$ cat config.mk
export PLATFORM = sky130hd
export DESIGN_NAME = smul_vec_sched
export DESIGN_NICKNAME = d
export VERILOG_FILES = /design/src/rtl/smul_vec_sched.sv
export SDC_FILE = /design/constraint.sdc
export NUM_CORES = 2
export LEC_CHECK = 0
export ABC_AREA = 1
export CAP_MARGIN = 15
export CELL_PAD_IN_SITES_DETAIL_PLACEMENT = 0
export CELL_PAD_IN_SITES_GLOBAL_PLACEMENT = 2
export CORE_AREA = 4 4 468 470
export CTS_BUF_LIST = sky130_fd_sc_hd__clkbuf_8
export DETAILED_ROUTE_END_ITERATION = 16
export DIE_AREA = 0 0 472 474
export PLACE_DENSITY_LB_ADDON = 0.1
export SLEW_MARGIN = 10
export SYNTH_ARGS = -nofsm -noshare
export SYNTH_HDL_FRONTEND = slang
export SYNTH_SLANG_ARGS = --single-unit
$ cat constraint.sdc
create_clock -name clk1 -period 2.4 [get_ports clk1]
set_input_delay 0.36 -clock clk1 [delete_from_list [all_inputs] [get_ports clk1]]
set_output_delay 0.36 -clock clk1 [all_outputs]
set_load 0.02 [all_outputs]
$ cat src/rtl/smul_vec_sched.sv
// Two-requester sequencer for the shared 8-lane SMUL array.
// Each 16-lane job is split into a low pass and a high pass.
module smul_vec_sched #(
    parameter int W     = 16,
    parameter int LANES = 8
) (
    input  logic                   clk1,
    input  logic                   rst_n,
    input  logic                   req0,
    input  logic [W-1:0]           scalar0,
    input  logic [2*LANES*W-1:0]   vec0,
    input  logic                   req1,
    input  logic [W-1:0]           scalar1,
    input  logic [2*LANES*W-1:0]   vec1,
    output logic                   gnt0,
    output logic                   gnt1,
    output logic [LANES*W-1:0]     dp_a,
    output logic [LANES*W-1:0]     dp_b,
    input  logic [LANES*W-1:0]     dp_prod,
    input  logic [LANES-1:0]       dp_ovf,
    output logic [2*LANES*W-1:0]   product,
    output logic [2*LANES-1:0]     V,
    output logic                   ovf_any,
    output logic                   done,
    output logic                   done_id,
    output logic                   busy
);

    localparam int HALF = LANES * W;
    localparam int FULL = 2 * HALF;

    typedef enum logic [1:0] {
        IDLE = 2'd0,
        LO   = 2'd1,
        HI   = 2'd2,
        DONE = 2'd3
    } state_t;

    state_t             r_state;
    state_t             w_next;
    logic               r_rr;
    logic               r_owner;
    logic [W-1:0]       r_op_scalar;
    logic [FULL-1:0]    r_op_vec;
    logic [HALF-1:0]    r_lo_buf;
    logic [LANES-1:0]   r_lo_ovf;
    logic [FULL-1:0]    r_product;
    logic [2*LANES-1:0] r_v;
    logic               r_done;
    logic               r_done_id;
    logic               r_gnt0;
    logic               r_gnt1;
    logic               w_gnt0;
    logic               w_gnt1;
    logic [HALF-1:0]    w_dp_a;
    logic [HALF-1:0]    w_dp_b;

    // r_rr set means requester 1 has priority on a tie
    always_comb begin
        w_next = r_state;
        w_gnt0 = 1'b0;
        w_gnt1 = 1'b0;
        w_dp_a = '0;
        w_dp_b = '0;
        unique case (r_state)
            IDLE, DONE: begin
                if (req0 || req1) begin
                    w_next = LO;
                    if (req0 && (!req1 || !r_rr)) begin
                        w_gnt0 = 1'b1;
                    end else begin
                        w_gnt1 = 1'b1;
                    end
                end else begin
                    w_next = IDLE;
                end
            end
            LO: begin
                w_dp_a = r_op_vec[HALF-1:0];
                w_dp_b = {LANES{r_op_scalar}};
                w_next = HI;
            end
            HI: begin
                w_dp_a = r_op_vec[FULL-1:HALF];
                w_dp_b = {LANES{r_op_scalar}};
                w_next = DONE;
            end
            default: w_next = IDLE;
        endcase
    end

    always_ff @(posedge clk1 or negedge rst_n) begin
        if (!rst_n) begin
            r_state     <= IDLE;
            r_rr        <= 1'b0;
            r_owner     <= 1'b0;
            r_op_scalar <= '0;
            r_op_vec    <= '0;
            r_lo_buf    <= '0;
            r_lo_ovf    <= '0;
            r_product   <= '0;
            r_v         <= '0;
            r_done      <= 1'b0;
            r_done_id   <= 1'b0;
            r_gnt0      <= 1'b0;
            r_gnt1      <= 1'b0;
        end else begin
            r_state <= w_next;
            r_gnt0  <= w_gnt0;
            r_gnt1  <= w_gnt1;
            r_done  <= (r_state == HI);
            if (w_gnt0 || w_gnt1) begin
                r_op_scalar <= w_gnt1 ? scalar1 : scalar0;
                r_op_vec    <= w_gnt1 ? vec1 : vec0;
                r_owner     <= w_gnt1;
                r_rr        <= w_gnt0;
            end
            if (r_state == LO) begin
                r_lo_buf <= dp_prod;
                r_lo_ovf <= dp_ovf;
            end
            // results only move here, so a running job never shows partial data
            if (r_state == HI) begin
                r_product <= {dp_prod, r_lo_buf};
                r_v       <= {dp_ovf, r_lo_ovf};
                r_done_id <= r_owner;
            end
        end
    end

    assign gnt0    = r_gnt0;
    assign gnt1    = r_gnt1;
    assign dp_a    = w_dp_a;
    assign dp_b    = w_dp_b;
    assign product = r_product;
    assign V       = r_v;
    assign ovf_any = |r_v;
    assign done    = r_done;
    assign done_id = r_done_id;
    assign busy    = (r_state != IDLE);

endmodule

==> flow_metrics.tcl <==
set metrics [dict create \
    start_util_pct 15.23 \
    final_common_cell "clkdlybuf4s50_1" \
    drive_above_1_share_pct 16.71 \
    status "finished, violations left" \
    multiInputGateArea_mm2 0.01149 \
    area_growth_pct 68.35 \
    nFillCells 23510 \
    vias_per_cell 3.808 \
    p_comb_share_pct 60.8 \
    ys_ff_latch 688 \
    port-buffer-count 1217 \
    cap_viol_max_count 0 \
    clk_latency_ns 0.91 \
    fp.dieW_um 472 \
    p_per_area_mw_per_mm2 1555 \
    cp.arrival_ns 2.63 \
    place_congestion 0.8349 \
    wirelength_um 201700 \
    internal_power_uw 46090 \
    row_count 170 \
    worstSetupStartpointType "flop" \
    root_buffer "clkbuf_8" \
    regArea_mm2 0.01722 \
    track_usage_pct 17.21 \
    violations "negative setup slack" \
    clockBufferDepth 3 \
    h-tree-depth 4 \
    final_nets 6084 \
    core-area_mm2 0.2144 \
    cts_tree "done" \
    die_area_mm2 0.2237 \
    antenna_found_initial 126 \
    critPathCaptureType "output port" \
    fin_crit_ns 2.989 \
    synth_nets 4656 \
    avgSynthCellArea_um2 8.231 \
    stdcell_count 8382 \
    ys_seq_area_share_pct 52.71 \
    ir_drop_uv 914.1 \
    dp.cells 7809 \
    required_ns 2.04 \
    cellLeakagePower_uw 0.02594 \
    numClockSinks 688 \
    synth_cell_types 20 \
    io_pins 1218 \
    p_sw_uw 39410 \
    die_h_um 474 \
    seqPwrFrac_pct 23.7 \
    ys_warn_count 0 \
    initialDrtViolationCount 1649 \
    hold_class "in2reg" \
    criticalPathCategory "reg2out" \
    mostFrequentLayoutCells "clkdlybuf4s50_1 (959), nand2_1 (956), inv_1 (722)" \
    firstDrtPassIters 5 \
    clkTransAtPathRegs_ns 0.06 \
    finalWorstSetupSlack_ns -0.5887 \
    relSlewSlack_pct 59.60 \
    clock.fmax_mhz 334.6 \
    dp_hpwl_um 157800 \
    cp_max_fo 7 \
    switching_share_pct 46.09 \
    grt_overflow 0 \
    cts_buffers 150 \
    ant_nets 0 \
    drcViolationCount 0 \
    wire_per_inst_um 24.07 \
    timing.final.crit_share_pct 124.5 \
    rsz0062_at_grt "true" \
    setup_viol 271 \
    synthesis.instances 3968 \
    hold_violations 0 \
    synth_area_mm2 0.03266 \
    final_max_slew_viol_count 0 \
    vias 31920 \
    grt_pass1_vias 32890 \
    power_uw 85500 \
    p_clk_share_pct 15.5 \
    clock_skew_ns 0.05545 \
    grt_max_degree 102 \
    grt_first_pass_wirelength_um 272400 \
    tightest_slew_ns 0.6060 \
]
-- worst max-delay path, cell delays in order, from the launching register on --
cell and delay [ns]:
dfrtp_1 0.39, inv_2 0.09, ha_4 0.24, buf_4 0.15, buf_6 0.12, clkbuf_16 0.16
buf_4 0.14, nand2_4 0.07, inv_8 0.05, buf_4 0.13, buf_6 0.10, buf_6 0.12
-- sequential cells by signal (all words and copies together), names as in the netlist --
signal and count:
done 1, r_op_vec 256, gnt0 1, gnt1 1, r_lo_buf 128, r_lo_ovf 8
r_owner 1, r_rr 1, product 256, done_id 1, r_state 2, r_op_scalar 16
V 16
-- power groups by stage --
stage	registers [uW]	logic (uW)	clock network, uW
4_1_cts	20300	47600	14000
3_3_place_gp	20400	48700	0
2_1_floorplan	22700	23200	0
5_1_grt	20900	56500	14500
6_report	20200	52000	13300
3_5_place_dp	20500	48600	0
-- area by class of cell --
| type | instances | area share (%) |
|---|---|---|
| tap | 2838 | 6.458 |
| timing repair buffer | 1646 | 30.93 |
| sequential | 688 | 31.31 |
| clock buffer | 182 | 4.556 |
| clock inverter | 73 | 0.8715 |
| inverter | 690 | 4.774 |
| multi-input combinational | 2220 | 20.89 |
| antenna | 45 | 0.2048 |
-- Yosys cell counts --
cell,instances,area (um2)
nor2_4,1,11.26
a21oi_1,147,735.7
ha_1,4,50.05
buf_4,119,893.4
nand3_1,535,2678
nand2_1,967,3630
inv_1,689,2586
o22ai_1,118,738.2
o21ai_0,154,770.7
nor2_1,131,491.7
inv_2,1,3.750
clkbuf_1,64,240.2
dfrtp_1,688,17220
mux2_2,137,1543
o21ai_1,20,100.1
buf_6,2,22.52
buf_2,176,880.8
nand4_1,4,25.02
buf_1,10,37.54
nor2_2,1,6.260
-- final timing paths --
kind | start | to | slack, ns | depth (start not counted)
setup / recovery | r_state[1] | dp_b[45] | -0.59 | 11
hold / removal | vec1[14] | r_op_vec[14] | 0.13 | 5
setup reg to reg | r_state[1] | r_op_vec[240] | -0.07 | 11
hold reg to reg | r_lo_ovf[7] | V[7] | 0.46 | 2
max in group asynchronous | rst_n | product[19] | 1.55 | 4
min in group asynchronous | rst_n | product[234] | 0.29 | 3
-- timing repair --
action / in CTS / in global routing
setup endpoints to repair: 438 / 383
resized for setup: 455 / 1009
pin swaps: 1 / 5
buffers inserted: 0 / 60
cloned: 0 / 13
hold buffers: 201 / 0
endpoints found under the hold margin: 671 / 0
-- cells by family after synthesis --
logic type	Yosys count	share of synthesized area [%]
and+or+nand+nor	1639	20.95
adders and majority gates	4	0.1532
buffers and inverters	1061	14.28
AOI/OAI and AO/OA	439	7.179
muxes	137	4.724
DFF	688	52.71
-- through the flow --
step | hold slack (ns) | setup slack, ns | setup TNS [ns] | util (%) | cell area, um2
after floorplan | 0.06441 | 0.2777 | 0 | - | 32660
after global placement | 0.3749 | -0.2026 | -22.38 | 22.55 | 48360
after detailed placement | 0.3732 | -0.2445 | -26.68 | 22.55 | 48360
after CTS | 0.0006244 | -0.8342 | -190.58 | 24.86 | 53300
after global routing | 0.03235 | -0.7694 | -164.78 | 25.60 | 54890
final | 0.1273 | -0.5887 | -107.78 | 25.64 | 54980
-- layer usage --
layer	global-route usage, %	part of all wire (%)	up-vias
li1	-	-	15210
met1	20.47	41	15150
met2	28.45	46	1101
met3	7.338	9.5	365
met4	4.453	2.7	104
met5	0	0.33	-
(Power assumes the default switching activity.)
